$ cat config.mk
export PLATFORM = sky130hd
export DESIGN_NAME = modbus_rx_frame_module
export DESIGN_NICKNAME = d
export VERILOG_FILES = /design/src/rtl/modbus_rx_frame_module.sv
export SDC_FILE = /design/constraint.sdc
export NUM_CORES = 1
export LEC_CHECK = 0
export BUFFER_PORTS_ARGS = -buffer_cell sky130_fd_sc_hd__buf_4
export CELL_PAD_IN_SITES_DETAIL_PLACEMENT = 0
export CELL_PAD_IN_SITES_GLOBAL_PLACEMENT = 1
export CORE_AREA = 2 2 122 124
export CTS_CLUSTER_DIAMETER = 100
export DETAILED_ROUTE_END_ITERATION = 7
export DIE_AREA = 0 0 124 126
export GPL_TIMING_DRIVEN = 0
export PLACE_DENSITY = 0.73
export SYNTH_ARGS = -nofsm -noshare
export SYNTH_HDL_FRONTEND = slang
export SYNTH_SLANG_ARGS = --single-unit
$ cat constraint.sdc
create_clock -name CLK -period 2.65 [get_ports CLK]
set_input_delay 0.265 -clock CLK [delete_from_list [all_inputs] [get_ports CLK]]
set_output_delay 0.265 -clock CLK [all_outputs]
set_load 0.005 [all_outputs]
$ cat src/rtl/modbus_rx_frame_module.sv
// Receive-side Modbus RTU framer: 8N1 UART deserialiser feeding a fixed
// 7-byte frame assembler (addr, func, 3 data, CRC lo, CRC hi) with
// address, stop-bit, CRC-16/Modbus and inter-character gap checking.
module modbus_rx_frame_module #(
  parameter int unsigned CLKS_PER_BIT = 5208,
  parameter logic [7:0]  DEV_ADDR     = 8'h02,
  parameter int unsigned GAP_BITS     = 35
) (
  input  logic        CLK,
  input  logic        RST,
  input  logic        RX_En_Sig,
  input  logic        RX_Pin_In,
  output logic        RX_Done_Sig,
  output logic [7:0]  RX_Func,
  output logic [23:0] RX_Data,
  output logic        RX_Err_Sig,
  output logic [1:0]  RX_Err_Code
);

  localparam int unsigned CNT_W     = $clog2(CLKS_PER_BIT);
  localparam int unsigned HALF_BIT  = CLKS_PER_BIT / 2;
  localparam int unsigned GAP_LIM   = GAP_BITS * CLKS_PER_BIT;
  localparam int unsigned GAP_W     = $clog2(GAP_LIM + 1);
  localparam int unsigned FRAME_LEN = 7;

  localparam logic [1:0] ERR_FRAMING = 2'd1;
  localparam logic [1:0] ERR_CRC     = 2'd2;
  localparam logic [1:0] ERR_GAP     = 2'd3;

  typedef enum logic [2:0] {
    ST_IDLE,
    ST_START,
    ST_DATA,
    ST_STOP,
    ST_BREAK
  } rx_state_t;

  rx_state_t         state;
  rx_state_t         state_next;

  logic              sync_q1;
  logic              sync_q2;
  logic              sync_prev;
  logic              fall_c;

  logic [CNT_W-1:0]  bit_cnt;
  logic [2:0]        bit_idx;
  logic [7:0]        shift_reg;
  logic              full_bit_c;
  logic              half_bit_c;
  logic              bit_tick_c;
  logic              byte_ok_c;
  logic              frame_err_c;

  logic [2:0]        byte_cnt;
  logic [15:0]       crc_q;
  logic [3:0]        crc_shift;
  logic [GAP_W-1:0]  gap_cnt;
  logic [7:0]        addr_q;
  logic [7:0]        func_q;
  logic [23:0]       data_q;

  // One reflected CRC-16/Modbus shift (poly 0xA001)
  function automatic logic [15:0] crc_step(input logic [15:0] c);
    return c[0] ? ((c >> 1) ^ 16'hA001) : (c >> 1);
  endfunction

  // Two-flop synchroniser plus edge register on the async RX line
  always_ff @(posedge CLK) begin
    if (RST) begin
      sync_q1   <= 1'b1;
      sync_q2   <= 1'b1;
      sync_prev <= 1'b1;
    end else begin
      sync_q1   <= RX_Pin_In;
      sync_q2   <= sync_q1;
      sync_prev <= sync_q2;
    end
  end

  assign fall_c     = sync_prev & ~sync_q2;
  assign full_bit_c = (bit_cnt == CNT_W'(CLKS_PER_BIT - 1));
  assign half_bit_c = (bit_cnt == CNT_W'(HALF_BIT - 1));

  // Bit FSM state register
  always_ff @(posedge CLK) begin
    if (RST) state <= ST_IDLE;
    else     state <= state_next;
  end

  // Bit FSM next state and per-cycle strobes
  always_comb begin
    state_next  = state;
    bit_tick_c  = 1'b0;
    byte_ok_c   = 1'b0;
    frame_err_c = 1'b0;
    case (state)
      ST_IDLE: begin
        if (fall_c) state_next = ST_START;
      end
      ST_START: begin
        if (half_bit_c) begin
          bit_tick_c = 1'b1;
          state_next = sync_q2 ? ST_IDLE : ST_DATA;
        end
      end
      ST_DATA: begin
        if (full_bit_c) begin
          bit_tick_c = 1'b1;
          if (bit_idx == 3'd7) state_next = ST_STOP;
        end
      end
      ST_STOP: begin
        if (full_bit_c) begin
          bit_tick_c = 1'b1;
          if (sync_q2) begin
            byte_ok_c  = 1'b1;
            state_next = ST_IDLE;
          end else begin
            frame_err_c = 1'b1;
            state_next  = ST_BREAK;
          end
        end
      end
      ST_BREAK: begin
        if (sync_q2) state_next = ST_IDLE;
      end
      default: state_next = ST_IDLE;
    endcase
    if (!RX_En_Sig) begin
      state_next  = ST_IDLE;
      bit_tick_c  = 1'b0;
      byte_ok_c   = 1'b0;
      frame_err_c = 1'b0;
    end
  end

  // Bit-time counter, restarted at every sample point and while idle
  always_ff @(posedge CLK) begin
    if (RST || !RX_En_Sig || state == ST_IDLE || state == ST_BREAK || bit_tick_c)
      bit_cnt <= '0;
    else
      bit_cnt <= bit_cnt + CNT_W'(1);
  end

  // LSB-first data shift register and bit index
  always_ff @(posedge CLK) begin
    if (RST) begin
      bit_idx   <= '0;
      shift_reg <= '0;
    end else if (state == ST_IDLE) begin
      bit_idx <= '0;
    end else if (state == ST_DATA && bit_tick_c) begin
      shift_reg <= {sync_q2, shift_reg[7:1]};
      bit_idx   <= bit_idx + 3'd1;
    end
  end

  // Frame assembly, CRC engine, gap timer and result pulses
  always_ff @(posedge CLK) begin
    if (RST) begin
      byte_cnt    <= '0;
      crc_q       <= 16'hFFFF;
      crc_shift   <= '0;
      gap_cnt     <= '0;
      addr_q      <= '0;
      func_q      <= '0;
      data_q      <= '0;
      RX_Done_Sig <= 1'b0;
      RX_Err_Sig  <= 1'b0;
      RX_Err_Code <= '0;
      RX_Func     <= '0;
      RX_Data     <= '0;
    end else begin
      RX_Done_Sig <= 1'b0;
      RX_Err_Sig  <= 1'b0;
      if (!RX_En_Sig) begin
        byte_cnt  <= '0;
        crc_shift <= '0;
        gap_cnt   <= '0;
      end else begin
        if (crc_shift != 4'd0) begin
          crc_q     <= crc_step(crc_q);
          crc_shift <= crc_shift - 4'd1;
        end

        if (byte_ok_c) begin
          // First byte of a frame restarts the CRC from the preset
          crc_q     <= ((byte_cnt == 3'd0) ? 16'hFFFF : crc_q) ^ {8'h00, shift_reg};
          crc_shift <= 4'd8;
          byte_cnt  <= byte_cnt + 3'd1;
          gap_cnt   <= '0;
          case (byte_cnt)
            3'd0:    addr_q         <= shift_reg;
            3'd1:    func_q         <= shift_reg;
            3'd2:    data_q[23:16]  <= shift_reg;
            3'd3:    data_q[15:8]   <= shift_reg;
            3'd4:    data_q[7:0]    <= shift_reg;
            default: ;
          endcase
        end else if (frame_err_c) begin
          RX_Err_Sig  <= 1'b1;
          RX_Err_Code <= ERR_FRAMING;
          byte_cnt    <= '0;
          gap_cnt     <= '0;
        end else if (byte_cnt == 3'(FRAME_LEN) && crc_shift == 4'd0) begin
          // Residual zero after the CRC bytes means the frame is intact
          byte_cnt <= '0;
          if (crc_q != 16'h0000) begin
            RX_Err_Sig  <= 1'b1;
            RX_Err_Code <= ERR_CRC;
          end else if (addr_q == DEV_ADDR) begin
            RX_Done_Sig <= 1'b1;
            RX_Func     <= func_q;
            RX_Data     <= data_q;
          end
        end else if (state == ST_IDLE && byte_cnt != 3'd0 && byte_cnt < 3'(FRAME_LEN)) begin
          // A start edge wins over a coincident timeout
          if (fall_c) begin
            gap_cnt <= '0;
          end else if (gap_cnt == GAP_W'(GAP_LIM - 1)) begin
            RX_Err_Sig  <= 1'b1;
            RX_Err_Code <= ERR_GAP;
            byte_cnt    <= '0;
            gap_cnt     <= '0;
          end else begin
            gap_cnt <= gap_cnt + GAP_W'(1);
          end
        end
      end
    end
  end

endmodule

==> flow_summary.json, run 1 <==
{
  "arrival_ps": 2940,
  "grt_usage_pct": 21.1,
  "drcViolationCount": 0,
  "viasPerCell": 5.36,
  "critical-path-top-delay-family": "simple AND/OR/NAND/NOR gates",
  "status": "completed",
  "power.total_mw": 4.93,
  "fin_crit_sh_pct": 97.9,
  "p_clk_share_pct": 46.7,
  "async_flop_share_pct": 0,
  "clk_latency_ps": 430,
  "clockBufferDepth": 2,
  "antenna_found_initial": 0,
  "fin_cells": 992,
  "worstRegToRegCells": 9,
  "grt_pass1_vias": 5113,
  "switching_share_pct": 25.3,
  "synthDistinctLibCells": 56,
  "fin_crit_ps": 2590,
  "p_seq_share_pct": 46.2,
  "ff2ff_setup_slack_ps": 60,
  "post_route_cells_drive_above_1_share_pct": 14.7,
  "synth.top_cell.area_share_pct": 45.7,
  "routedWlPerCell_um": 15.9,
  "fin_nets": 812,
  "criticalPathCategory": "flop to flop",
  "worst_setup_path_start_kind": "flop",
  "grt_pass1_wl_um": 25900,
  "synth-edff-count": 0,
  "num_vias": 5321,
  "dieHeight_um": 126,
  "slew_violations": 0,
  "avgSynthCellArea_um2": 8.77,
  "cts_tree": "yes",
  "ios": 40,
  "fin_skew_ps": 13.7,
  "grt-ovfl-total": 0,
  "routed_wl_um": 15800,
  "core_um2": 14300,
  "cap_violations": 0,
  "final-hold-violation-count": 0,
  "leakagePower_nw": 2.99,
  "reg2reg_to": "gap_cnt[12]",
  "crit_buf_inv": 2,
  "tightest_slew_ps": 776,
  "holdBufCountCts": 0,
  "cts_root_buf": "clkbuf_16",
  "clock-sinks": 147,
  "synth_flop_cell": "dfxtp_1",
  "diodes": 0,
  "largestRegisters": "RX_Data x24, data_q x24, gap_cnt x18",
  "power.switching_mw": 1.25,
  "hpwl_um": 10800,
  "ir_drop_v": 0.000415,
  "dieArea_um2": 15600,
  "crit_required_ps": 2990,
  "htreeDepth": 4,
  "num_rows": 44,
  "end_kind": "flop",
  "rr_startpoint": "byte_cnt[0]",
  "yosysWarnings": 0,
  "fmax_mhz": 385,
  "cpMaxStageDelayCell": "or4_1",
  "endpoint": "gap_cnt[12]",
  "power_density_nw_per_um2": 642,
  "area_growth_pct": 19.3,
  "firstDrtPassIters": 7,
  "internal_power_mw": 3.69,
  "syn_inst": 734,
  "post-place-cells": 956,
  "drt_iter0_markers": 346,
  "hp-class": "input port to flop",
  "die_x_um": 124,
  "final_common_cell": "dfxtp_1",
  "relSlewSlack_pct": 47.8,
  "rsz0062_at_grt": "yes",
  "synth_area_leaders": "dfxtp_1 (46%), mux2i_1 (6.7%), nor2_1 (5.9%)",
  "yosysTopAreaCell": "dfxtp_1",
  "mostFrequentLayoutCells": "dfxtp_1 (145), nor2_1 (102), nand2_1 (97)",
  "synth-seq-area-share_pct": 45.7,
  "cp_slowest_stage_delay_ps": 540,
  "grt_max_degree": 17,
  "worstPathMaxFanout": 10,
  "cp.depth": 9,
  "portBuffers": 38,
  "crit_top_cell": "ha_1",
  "crit_path_start": "byte_cnt[0]",
  "place.gp.congestion": 0.806,
  "cts-buffers-inserted": 17,
  "synth_nets": 751,
  "clkTransAtPathRegs_ps": 60,
  "ys_ff_latch": 147,
  "ant_nets": 0,
  "path_cells": "ha_1 > ha_1 > nor4bb_2 > or4_1 > clkbuf_4 > buf_6 > nor3_4 > nand3_1 > a31oi_1",
  "syn_area_um2": 6440,
  "start_util_pct": 45.0,
  "comb_power_share_pct": 7.2,
  "finalSetupViolCount": 0
}
power groups by stage:
stage / sequential (mW) / clock (mW) / combinational (mW)
after global routing: 2.28 / 2.46 / 0.395
after detailed placement: 2.32 / 0 / 0.340
after CTS: 2.27 / 2.34 / 0.342
final: 2.28 / 2.30 / 0.354
after floorplan: 2.32 / 0 / 0.271
after global placement: 2.32 / 0 / 0.334
final cells by class:
class,count,area (um^2)
multi-input cells,521,3340
inverters,20,75.1
clock inverters,14,129
clock buffers,18,429
well taps,184,230
repair buffers,43,323
fillers,1331,6630
plain buffers,45,210
flip-flops and latches,147,2950
stage by stage:
step | setup TNS, ps | hold WS [ps] | utilization (%) | setup slack [ps] | cell area (um^2)
CTS | -0.161 | 26.1 | 53.0 | -0.161 | 7580
global placement | -10070 | 392 | 48.6 | -244 | 6960
detailed placement | -14380 | 392 | 48.6 | -278 | 6960
global route | -283 | 22.8 | 53.7 | -35.7 | 7680
finish | 0 | 46.1 | 53.7 | 55.8 | 7680
floorplan | 0 | 369 | - | 205 | 6440
synth_stat cells (4+ instances only):
cell type and instances:
or3_1 5, nand3_1 13, nor3_1 16, inv_1 20
or2_2 5, nand2b_1 4, and2_1 10, a21oi_1 47
or4_1 4, dfxtp_1 147, nor2_1 102, nand2_1 97
nand4b_1 5, xnor2_1 23, o21ai_0 14, clkbuf_1 35
o32a_1 15, nor4b_1 5, and3_1 5, mux2i_1 43
xor2_1 13, buf_2 7, nand4_1 14, ha_1 13
nor4_1 15, a31oi_1 6, nor2b_1 4
worst reg2reg max path: stages (launching register included):
cell,delay (ps)
dfxtp_1,360
ha_1,240
ha_1,240
nor4bb_2,220
or4_1,540
clkbuf_4,210
buf_6,170
nor3_4,220
nand3_1,110
a31oi_1,220
kinds of logic after synthesis:
family	after synthesis	share of synthesized area, %
XOR/XNOR	36	4.90
AND/OR/NAND/NOR	326	25.6
multiplexers	43	6.68
AO/OA/AOI/OAI	103	10.5
buffers and inverters	66	4.10
flip-flops	147	45.7
adder cells (fa/ha/maj)	13	2.53
worst min path at each step:
| stage | startpoint | to | slack, ps | cells after the start |
|---|---|---|---|---|
| 4_1_cts | RX_Pin_In | sync_q1 | 30 | 2 |
| 2_1_floorplan | RX_Pin_In | sync_q1 | 370 | 1 |
| 3_3_place_gp | sync_q1 | sync_q2 | 390 | 1 |
| 6_report | RX_Pin_In | sync_q1 | 50 | 2 |
| 3_5_place_dp | sync_q1 | sync_q2 | 390 | 1 |
| 5_1_grt | RX_Pin_In | sync_q1 | 20 | 2 |
layer usage:
metal	part of all wire [%]	vias up	GRT usage, %
met3	4.4	10	5.21
li1	-	2675	-
met4	0.61	0	5.49
met5	0	-	0
met2	45	85	32.1
met1	50	2551	30.0
what timing repair did:
item                                    in CTS  in global routing
resized for setup                           14                 23
pin swaps                                    3                  3
gates cloned                                 0                  0
setup buffers                                3                  2
endpoints found under the setup margin      88                 63
(Power assumes the default switching activity.)
==> run 2, diff against run 1 <==
--- a/config.mk
+++ b/config.mk
@@ -6,7 +6,7 @@
 export NUM_CORES = 1
 export LEC_CHECK = 0
 export BUFFER_PORTS_ARGS = -buffer_cell sky130_fd_sc_hd__buf_4
-export CELL_PAD_IN_SITES_DETAIL_PLACEMENT = 0
+export CELL_PAD_IN_SITES_DETAIL_PLACEMENT = 1
 export CELL_PAD_IN_SITES_GLOBAL_PLACEMENT = 1
 export CORE_AREA = 2 2 122 124
 export CTS_CLUSTER_DIAMETER = 100
==> flow_summary.json, run 2 (synthesis results as in run 1) <==
{
  "num_vias": 5576,
  "dieArea_um2": 15600,
  "relSlewSlack_pct": 38.4,
  "finalSetupViolCount": 0,
  "rsz0062_at_grt": "yes",
  "power.switching_mw": 1.24,
  "drt_iter0_markers": 325,
  "firstDrtPassIters": 4,
  "ir_drop_v": 0.000501,
  "post_route_cells_drive_above_1_share_pct": 15.1,
  "fin_skew_ps": 8.87,
  "p_seq_share_pct": 44.4,
  "post-place-cells": 956,
  "leakagePower_nw": 3.01,
  "routed_wl_um": 17700,
  "grt_pass1_wl_um": 29300,
  "grt_pass1_vias": 5824,
  "grt_usage_pct": 24.0,
  "ios": 40,
  "mostFrequentLayoutCells": "dfxtp_1 (146), nor2_1 (102), nand2_1 (97)",
  "dieHeight_um": 126,
  "fmax_mhz": 387,
  "routedWlPerCell_um": 17.8,
  "rr_startpoint": "byte_cnt[0]",
  "hold_path_depth": 2,
  "cts_root_buf": "clkbuf_16",
  "place.gp.congestion": 0.806,
  "drcViolationCount": 0,
  "hpwl_um": 12200,
  "cts_tree": "yes",
  "fin_cells": 994,
  "hp-class": "input port to flop",
  "final_common_cell": "dfxtp_1",
  "area_growth_pct": 20.3,
  "antenna_found_initial": 0,
  "crit_path_start": "byte_cnt[0]",
  "crit_required_ps": 3010,
  "holdBufCountCts": 0,
  "fin_setup_tns_ps": 0,
  "largestRegisters": "RX_Data x24, data_q x24, gap_cnt x18",
  "portBuffers": 38,
  "final-hold-violation-count": 0,
  "power_density_nw_per_um2": 662,
  "arrival_ps": 2950,
  "holdWs_ps": 33.8,
  "internal_power_mw": 3.89,
  "diodes": 0,
  "comb_power_share_pct": 7.2,
  "worstRegToRegCells": 9,
  "die_x_um": 124,
  "fin_nets": 814,
  "fin_crit_sh_pct": 97.5,
  "grt_max_degree": 17,
  "clockBufferDepth": 2,
  "cts-buffers-inserted": 17,
  "clock-sinks": 147,
  "power.total_mw": 5.13,
  "ant_nets": 0,
  "grt-ovfl-total": 0,
  "clk_latency_ps": 440,
  "core_um2": 14300,
  "htreeDepth": 4,
  "cap_violations": 0,
  "p_clk_share_pct": 48.4,
  "fin_crit_ps": 2580,
  "min_from": "RX_Pin_In",
  "start_util_pct": 45.0,
  "status": "completed",
  "num_rows": 44,
  "switching_share_pct": 24.2,
  "tightest_slew_ps": 915,
  "slew_violations": 0,
  "worstPathMaxFanout": 10,
  "viasPerCell": 5.61,
  "clkTransAtPathRegs_ps": 60,
  "criticalPathCategory": "flop to flop",
  "worst_setup_path_start_kind": "flop",
  "end_kind": "flop"
}
==> run 2: critical path, stage by stage, from the launching register on <==
cell and delay, ps:
dfxtp_1 350, ha_1 240, ha_1 220, nor4bb_2 210
or4_1 530, buf_4 190, buf_4 200, nor3_1 220
nand4b_1 160, a21oi_1 190
==> run 2: worst paths after layout <==
kind / endpoint / slack [ps]
worst min register to register: sync_q2 / 410
worst max register to register: gap_cnt[8] / 70
worst min-delay path: sync_q1 / 30
worst max-delay path: gap_cnt[8] / 70
==> run 2: power by group through the flow <==
| stage | registers, mW | logic, mW | clock network, mW |
|---|---|---|---|
| 3_3_place_gp | 2.32 | 0.334 | 0 |
| 4_1_cts | 2.28 | 0.363 | 2.51 |
| 6_report | 2.28 | 0.369 | 2.48 |
| 3_5_place_dp | 2.32 | 0.356 | 0 |
| 2_1_floorplan | 2.32 | 0.271 | 0 |
| 5_1_grt | 2.28 | 0.410 | 2.60 |
==> run 2: repair_timing <==
action | CTS | global route
endpoints found under the setup margin | 102 | 79
cloned | 0 | 0
setup buffers | 3 | 5
gates resized for setup | 14 | 24
pin swaps | 2 | 2
==> run 2: area by class of cell <==
type | instances | area (um^2)
fillers | 1643 | 6570
multi-input cells | 521 | 3350
well taps | 184 | 230
clock buffers | 20 | 447
flip-flops and latches | 147 | 2940
plain buffers | 44 | 201
inverters | 20 | 75.1
repair buffers | 46 | 345
clock inverters | 12 | 155
==> run 2: metal layers <==
layer	vias up	routed length, um	GRT usage, %	share of wire (%)
met1	2756	8300	31.7	47
met4	0	361	8.39	2.0
li1	2685	-	-	-
met5	-	0	0	0
met3	38	509	4.89	2.9
met2	97	8540	38.8	48
==> run 2: metrics by stage <==
| stage | util, % | cell area (um^2) | setup WS, ps |
|---|---|---|---|
| 2_1_floorplan | - | 6440 | 205 |
| 3_3_place_gp | 48.6 | 6960 | -244 |
| 3_5_place_dp | 48.6 | 6960 | -298 |
| 4_1_cts | 53.3 | 7630 | 0.334 |
| 5_1_grt | 54.1 | 7750 | -64.8 |
| 6_report | 54.1 | 7750 | 65.8 |
